--- config.mk ---
export PLATFORM = sky130hd
export DESIGN_NAME = hazard_control_unit
export DESIGN_NICKNAME = d
export VERILOG_FILES = /design/src/rtl/hazard_pkg.sv /design/src/rtl/hazard_control_unit_operand_use.sv /design/src/rtl/hazard_control_unit.sv
export SDC_FILE = /design/constraint.sdc
export NUM_CORES = 1
export LEC_CHECK = 0
export CORE_UTILIZATION = 29
export DETAILED_ROUTE_END_ITERATION = 8
export MAX_ROUTING_LAYER = met4
export PLACE_DENSITY = 0.9
export SLEW_MARGIN = 0
export SYNTH_ARGS = -nofsm -noshare
export SYNTH_HDL_FRONTEND = slang
export SYNTH_HIERARCHICAL = 1
export SYNTH_SLANG_ARGS = --single-unit
--- constraint.sdc ---
create_clock -name in_clk -period 2.4 [get_ports in_clk]
set_clock_uncertainty 0.15 [all_clocks]
set_input_delay 0.48 -clock in_clk [delete_from_list [all_inputs] [get_ports in_clk]]
set_output_delay 0.48 -clock in_clk [all_outputs]
set_load 0.01 [all_outputs]
--- src/rtl/hazard_pkg.sv ---
// Shared definitions for the hazard control unit:
// RV32I opcodes and the memory-wait FSM states.
package hazard_pkg;

  localparam logic [6:0] OP_RTYPE  = 7'b0110011;
  localparam logic [6:0] OP_ITYPE  = 7'b0010011;
  localparam logic [6:0] OP_LOAD   = 7'b0000011;
  localparam logic [6:0] OP_STORE  = 7'b0100011;
  localparam logic [6:0] OP_BRANCH = 7'b1100011;
  localparam logic [6:0] OP_JAL    = 7'b1101111;
  localparam logic [6:0] OP_JALR   = 7'b1100111;
  localparam logic [6:0] OP_LUI    = 7'b0110111;
  localparam logic [6:0] OP_AUIPC  = 7'b0010111;

  typedef enum logic {
    ST_RUN,
    ST_MEM_WAIT
  } hz_state_e;

endpackage

--- src/rtl/hazard_control_unit_operand_use.sv ---
// Opcode decode: which source registers an ID instruction reads.
// Used to avoid false load-use stalls on unused fields.
module rv_operand_use
  import hazard_pkg::*;
(
  input  logic [6:0] in_opcode,
  output logic       out_uses_rs1,
  output logic       out_uses_rs2
);

  always_comb begin
    out_uses_rs1 = 1'b1;
    out_uses_rs2 = 1'b0;
    unique case (1'b1)
      (in_opcode == OP_LUI)    ,
      (in_opcode == OP_AUIPC)  ,
      (in_opcode == OP_JAL)    : out_uses_rs1 = 1'b0;
      (in_opcode == OP_RTYPE)  ,
      (in_opcode == OP_STORE)  ,
      (in_opcode == OP_BRANCH) : out_uses_rs2 = 1'b1;
      default: ;
    endcase
  end

endmodule

--- src/rtl/hazard_control_unit.sv ---
// Stall/flush controller: load-use, EX redirect, dmem wait+timeout.
// Optional perf counters enabled by defining HAZARD_PERF_EN.
module hazard_control_unit
  import hazard_pkg::*;
#(
  parameter int MEM_TIMEOUT = 16,
  parameter int CNT_W       = 32
) (
  input  logic             in_clk,
  input  logic             in_rst_n,
  input  logic             in_idex_memread,
  input  logic [4:0]       in_idex_rd,
  input  logic [6:0]       in_ifid_opcode,
  input  logic [4:0]       in_ifid_rs1,
  input  logic [4:0]       in_ifid_rs2,
  input  logic             in_ex_redirect,
  input  logic             in_exmem_memreq,
  input  logic             in_dmem_ready,
  output logic             out_pc_write,
  output logic             out_ifid_write,
  output logic             out_ifid_flush,
  output logic             out_idex_write,
  output logic             out_idex_flush,
  output logic             out_exmem_write,
  output logic             out_memwb_bubble,
  output logic             out_mem_timeout,
  output logic [CNT_W-1:0] out_stall_cycles,
  output logic [CNT_W-1:0] out_flush_count
);

  localparam int WCW = $clog2(MEM_TIMEOUT);
  localparam logic [WCW-1:0] WC_LAST = WCW'(MEM_TIMEOUT - 1);

  hz_state_e      state_q, state_d;
  logic [WCW-1:0] wait_cnt_q, wait_cnt_d;
  logic           timeout_q, timeout_d;

  logic uses_rs1, uses_rs2;
  logic mem_pend, abort, freeze, load_use;

  rv_operand_use u_opuse (
    .in_opcode    (in_ifid_opcode),
    .out_uses_rs1 (uses_rs1),
    .out_uses_rs2 (uses_rs2)
  );

  always_comb begin
    mem_pend = in_exmem_memreq && !in_dmem_ready;
    abort    = (state_q == ST_MEM_WAIT) && (wait_cnt_q == WC_LAST);
    freeze   = mem_pend && !abort;
    load_use = in_idex_memread && (in_idex_rd != 5'd0)
            && ((uses_rs1 && (in_idex_rd == in_ifid_rs1))
             || (uses_rs2 && (in_idex_rd == in_ifid_rs2)));
  end

  always_comb begin
    out_pc_write     = 1'b1;
    out_ifid_write   = 1'b1;
    out_ifid_flush   = 1'b0;
    out_idex_write   = 1'b1;
    out_idex_flush   = 1'b0;
    out_exmem_write  = 1'b1;
    out_memwb_bubble = 1'b0;
    if (freeze) begin
      out_pc_write     = 1'b0;
      out_ifid_write   = 1'b0;
      out_idex_write   = 1'b0;
      out_exmem_write  = 1'b0;
      out_memwb_bubble = 1'b1;
    end else if (in_ex_redirect) begin
      // the would-be stalled ID instr is discarded anyway
      out_ifid_flush = 1'b1;
      out_idex_flush = 1'b1;
    end else if (load_use) begin
      out_pc_write   = 1'b0;
      out_ifid_write = 1'b0;
      out_idex_flush = 1'b1;
    end
  end

  always_comb begin
    state_d    = state_q;
    wait_cnt_d = wait_cnt_q;
    timeout_d  = timeout_q;
    unique case (state_q)
      ST_RUN: begin
        if (mem_pend) begin
          state_d    = ST_MEM_WAIT;
          wait_cnt_d = WCW'(1);
        end
      end
      ST_MEM_WAIT: begin
        if (!mem_pend) begin
          state_d    = ST_RUN;
          wait_cnt_d = '0;
        end else if (abort) begin
          state_d    = ST_RUN;
          wait_cnt_d = '0;
          timeout_d  = 1'b1;
        end else begin
          wait_cnt_d = wait_cnt_q + WCW'(1);
        end
      end
      default: begin
        state_d    = ST_RUN;
        wait_cnt_d = '0;
      end
    endcase
  end

  always_ff @(posedge in_clk or negedge in_rst_n) begin
    if (!in_rst_n) begin
      state_q    <= ST_RUN;
      wait_cnt_q <= '0;
      timeout_q  <= 1'b0;
    end else begin
      state_q    <= state_d;
      wait_cnt_q <= wait_cnt_d;
      timeout_q  <= timeout_d;
    end
  end

  assign out_mem_timeout = timeout_q;

`ifdef HAZARD_PERF_EN
  logic [CNT_W-1:0] stall_q, stall_d;
  logic [CNT_W-1:0] flush_q, flush_d;

  always_comb begin
    stall_d = stall_q;
    flush_d = flush_q;
    if (freeze || (!in_ex_redirect && load_use))
      stall_d = stall_q + CNT_W'(1);
    if (!freeze && in_ex_redirect)
      flush_d = flush_q + CNT_W'(1);
  end

  always_ff @(posedge in_clk or negedge in_rst_n) begin
    if (!in_rst_n) begin
      stall_q <= '0;
      flush_q <= '0;
    end else begin
      stall_q <= stall_d;
      flush_q <= flush_d;
    end
  end

  assign out_stall_cycles = stall_q;
  assign out_flush_count  = flush_q;
`else
  assign out_stall_cycles = '0;
  assign out_flush_count  = '0;
`endif

endmodule

Word-level counts from Yosys, hierarchy flattened
Index checks and enable logic that the tools add are counted.

cells by class
  add/sub/neg operators = 1
  eq/ne operators = 10
  multiplexer cells = 20
  bitwise logic cells = 1
  reductions and logical operators = 14

operator list
  kind                                                 number
  equality test 7 x 6 -> 1 bit, second input constant  3
  2-to-1 mux 1 bit                                     15
  equality test 7 bit, second input constant           2
  2-to-1 mux 4 bit                                     3
  equality test 5 bit                                  2
  one-hot mux 4 bit (2 select lines)                   1
  equality test 7 x 5 -> 1 bit, second input constant  1
  logical AND 1 bit                                    7
  OR reduction 3 bit                                   2
  nonzero test 5 bit                                   1
  adder 4 x 1 -> 4 bit, second input constant          1
  equality test 4 bit, second input constant           1
  AND reduction 3 bit                                  1
  zero test 1 bit                                      2
  inequality test 2 bit, second input constant         1
  one-hot mux 1 bit (2 select lines)                   1
  logical OR 1 bit                                     1
  NOT 1 bit                                            1

storage, ports and cells
  register bits after elaboration = 6
  output and inout bits = 72
  word-level logic and storage cells = 49

Longest topological paths before layout
  word-level depth = 9
  gate-level depth with buffers = 6
  depth with buffers taken out = 5

By module
The synthesis kept the hierarchy.

modules (own cells, without submodules)
  module               instances  cells an instance  area an instance (um^2)
  hazard_control_unit  1          116                940.9
  rv_operand_use       1          6                  48.8

Worst setup path after synthesis
OpenSTA, ideal clock, no wires.

  path type = input-to-output
  from = in in_ifid_opcode[3]
  to = out out_pc_write
  arrival = 1.509 ns
  required time = 1.770 ns
  setup slack = 0.261 ns
  stages = 6
  path buffers = 1
  cells stage by stage = and4b_1 > o2111ai_1 > and2_0 > a32oi_1 > o31a_1 > buf_4

on the way
  cells in the longest elaborated chain, start to end = 9
  elaborated cells between the ends (all ways) = 17
  those cells by class = eq/ne (6); mux (5); reduce/logical (6)

RTL lines
  item                                         RTL line                               source
  start, declared                              hazard_control_unit.sv:13              input logic [6:0] in_ifid_opcode,
  equality test 7 bit (tied with other cells)  hazard_control_unit_operand_use.sv:17  (in_opcode == OP_JAL) : out_uses_rs1 = 1'b0;
  OR reduction 3 bit *                         hazard_control_unit_operand_use.sv:14  unique case (1'b1)
  2-to-1 mux 1 bit *                           hazard_control_unit_operand_use.sv:14
  net uses_rs1                                 hazard_control_unit.sv:38              logic uses_rs1, uses_rs2;
  logical AND 1 bit *                          hazard_control_unit.sv:52              && ((uses_rs1 && (in_idex_rd == in_ifid_rs1))
  logical OR 1 bit *                           hazard_control_unit.sv:53              || (uses_rs2 && (in_idex_rd == in_ifid_rs2)));
  logical AND 1 bit *                          hazard_control_unit.sv:52
  2-to-1 mux 1 bit * (3 in a row)              --
  end, declared                                hazard_control_unit.sv:19              output logic out_pc_write,

Mark *: on every way through the listed nets, which the timed path passes. The rest lies on a longest branch.

Worst setup path in the final report
  from = in in_ifid_rs1[2]
  to = out out_idex_flush

on the way
  cells in the longest elaborated chain, start to end = 7

RTL lines
  item                 RTL line                   source
  start, declared      hazard_control_unit.sv:14  input logic [4:0] in_ifid_rs1,
  equality test 5 bit  hazard_control_unit.sv:52
  logical AND 1 bit    hazard_control_unit.sv:52
  logical OR 1 bit     hazard_control_unit.sv:53
  logical AND 1 bit    hazard_control_unit.sv:52
  2-to-1 mux 1 bit     hazard_control_unit.sv:74  end else if (load_use) begin
  2-to-1 mux 1 bit     hazard_control_unit.sv:70  end else if (in_ex_redirect) begin
  2-to-1 mux 1 bit     hazard_control_unit.sv:64  if (freeze) begin
  end, declared        hazard_control_unit.sv:23  output logic out_idex_flush,

Every way passes these cells.

==> key figures <==
GRT
  – Global router's overall resource usage: between 10% and 20%
  – GR peak layer: met2
  – GR Overflow Total: 0
  – GRT met3 Usage: 2.772%
  – Initial antenna violation count: 0
  – GR Util met1: 10.84%
  – GR met2 Demand/Resource: 18.37%
  – Vias in the first global route: ~670
  – First-pass GRT wire length: 2.718 mm
  – Largest net degree at the start of global routing: 7

Synth
  – Unique masters post-synth: 32
  – Syn Std Cell Area: between 900 and 1000 µm²
  – Sequential fraction of the synthesis area: 15.17%
  – Cells after Synth: 122
  – Synth top area cells: buf_4 (50%), dfrtp_1 (15%), xor2_1 (7.1%)
  – Ys Warns: 6
  – Post-synth top area share: about half
  – Flops & latches, synth: 6
  – Yosys top cell by area: buf_4
  – Synth Area per Inst: 8.112 µm²

Placed design
  – DP HPWL: 1.496 mm
  – Area after DPL: 1226 µm²
  – PortBufs: 35
  – GPL Wtd Cong: 0.8588

Route
  – Initial DRC count: 6
  – Vias: 780
  – WL final: 1.772 mm
  – DRC errors left: 0
  – Vias per inst: around 3.6
  – Antenna Violating Nets Remaining: 0
  – Drt wl/cell: slightly above 8 µm
  – Drt pass-1 iters: 4

Die
  – Core Rows: 20
  – Die Wd: 60.42 µm
  – Die Y: 60.42 µm
  – Initial core utilization: between 30% and 40%
  – Io pins: 100
  – Die area: 3651 µm²
  – Core box area: about 3200 µm²

Finish
  – Most frequent cells in the layout: conb_1 (64), buf_4 (12), clkbuf_2 (10)
  – Layout Nets: about 200
  – Diodes inserted: 0
  – Share of cells above drive strength 1: approximately a quarter
  – Final instance area: between 1000 and 1500 µm²
  – Area grow syn2layout: 25.54%
  – Commonest non-fill, non-tap cell in the layout: conb_1

CTS
  – Clock Path Buffers: 2
  – CTS tree: built
  – Reg clk slew, reported paths: 0.05 ns
  – Clk_lat worst skew: 0.26 ns
  – Hold-fix buffers, CTS: 0
  – Root buffer cell: clkbuf_4
  – Htree depth: 1
  – Total CTS buffers: 3
  – CTS Sinks: 6

Worst setup path
  – Critical Path Start Type: input port
  – Crit path capture type: primary output
  – Critical path class: input port to primary output
  – CP Data Required Time: 1.77 ns
  – Crit-path max FO: 2
  – Max incr delay on CP: ~0.47 ns
  – Crit path DAT: ~1.7 ns
  – Worst-case reg-to-reg path depth: 5
  – Critical path cell sequence: clkdlybuf4s50_1 -> xnor2_1 -> and2_4 -> a32oi_2 -> o31ai_1 -> buf_2
  – CP max-delay cell: clkdlybuf4s50_1

Power
  – Final Power: 378.5 µW
  – Worst vdd ir: 0.1043 mV
  – P_leak: 0.0006946 µW
  – PD cells: between 300 and 400 nW/µm²

Timing
  – Tmin final: 2.321 ns
  – Final setup fails: 0
  – Fin crit share: slightly below 100%
  – Slew Limit Fails: 0
  – Fmax: 0.4309 GHz
  – Final Hold Fails: 0

Min path
  – Hold WC Path Type: input port to async pin

Run status
  – Status: complete, no violations

Job
  – Max Cap Viol: 0
==> cell usage after synthesis <==
| library cell | instances |
|---|---|
| buf_4 | 66 |
| mux2i_1 | 1 |
| inv_1 | 3 |
| a21oi_1 | 1 |
| xnor2_1 | 2 |
| and2_0 | 1 |
| ha_1 | 1 |
| or4_1 | 1 |
| nor2_1 | 2 |
| a21o_1 | 1 |
| o31ai_1 | 2 |
| nand2_1 | 4 |
| o2111ai_1 | 1 |
| o21bai_1 | 1 |
| nand4_1 | 1 |
| o31a_1 | 1 |
| xor2_1 | 8 |
| nor4_1 | 1 |
| conb_1 | 1 |
| nor3b_1 | 1 |
| nor2b_1 | 1 |
| o21ai_1 | 1 |
| nand3b_1 | 1 |
| nand2b_1 | 1 |
| o21ai_0 | 4 |
| nand3_1 | 3 |
| a32oi_1 | 1 |
| dfrtp_1 | 6 |
| and4b_1 | 1 |
| and4bb_2 | 1 |
| and3_1 | 1 |
| nor4_2 | 1 |
==> per-stage QoR <==
step	hold WS [ns]	setup WS (ns)	TNS (ns)	utilization, %	instances
floorplan	0.03441	0.2608	0	-	185
global placement	0.3100	-0.6488	-2.625	38.89	210
detailed placement	0.3118	-0.6455	-2.599	38.89	210
CTS	0.3253	0.001253	0	40.00	214
global route	0.3419	-0.01527	-0.01527	39.40	214
finish	0.3177	0.07919	0	39.40	214
==> logic make-up (layout without fill, tap and decap cells) <==
| family | after synthesis | count (layout) | share of synthesized area (%) |
|---|---|---|---|
| simple gates | 21 | 21 | 13.40 |
| other cells | 1 | 64 | 0.3789 |
| flops | 6 | 6 | 15.17 |
| compound gates | 13 | 13 | 8.723 |
| fa+ha+maj | 1 | 1 | 1.264 |
| mux | 1 | 1 | 1.011 |
| buf+inv | 69 | 54 | 51.20 |
| xor+xnor | 10 | 10 | 8.850 |
==> flip-flops by register name (all words and copies together), names as in the netlist <==
register	count
out_mem_timeout	1
state_q	1
wait_cnt_q	4
==> timing repair <==
item / CTS / global route
buffers inserted: 1 / 0
gates resized for setup: 55 / 25
cloned: 0 / 0
pin swaps: 11 / 13
setup endpoints to repair: 7 / 3
==> cell type report <==
| cell class | instances | area (µm²) |
|---|---|---|
| clock buffer | 3 | 22.52 |
| fill | 344 | 1911 |
| inverter | 3 | 11.26 |
| multi-input combinational | 110 | 626.9 |
| sequential | 6 | 150.1 |
| tap | 44 | 55.05 |
| timing repair buffer | 48 | 376.6 |
==> report_power, final <==
group / switching [µW] / leakage [µW] / internal, µW
registers: 3.13 / 0.0000791 / 107
logic: 97.5 / 0.000602 / 72.3
clock network: 42.0 / 0.0000138 / 56.9
==> worst max-delay path, delay by kind of cell <==
kind / cells / cell delay [ns]
compound gates: 2 / 0.31
simple gates: 1 / 0.15
xor+xnor: 1 / 0.11
buf+inv: 2 / 0.64
==> final timing paths <==
| check | startpoint | slack, ns | end |
|---|---|---|---|
| setup / recovery | in_ifid_rs1[2] | 0.08 | out_idex_flush |
| hold / removal | in_rst_n | 0.32 | wait_cnt_q[1] |
| setup reg to reg | wait_cnt_q[0] | 1.04 | wait_cnt_q[3] |
| hold reg to reg | out_mem_timeout | 0.32 | out_mem_timeout |
| max in group asynchronous | in_rst_n | 1.55 | state_q |
| min in group in_clk | out_mem_timeout | 0.32 | out_mem_timeout |
==> layer usage <==
| layer | vias up | share of wire, % |
|---|---|---|
| met2 | 61 | 52 |
| met4 | 0 | 1.1 |
| met5 | - | 0 |
| met3 | 5 | 9.9 |
| li1 | 372 | - |
| met1 | 342 | 37 |
(Power assumes the default switching activity.)
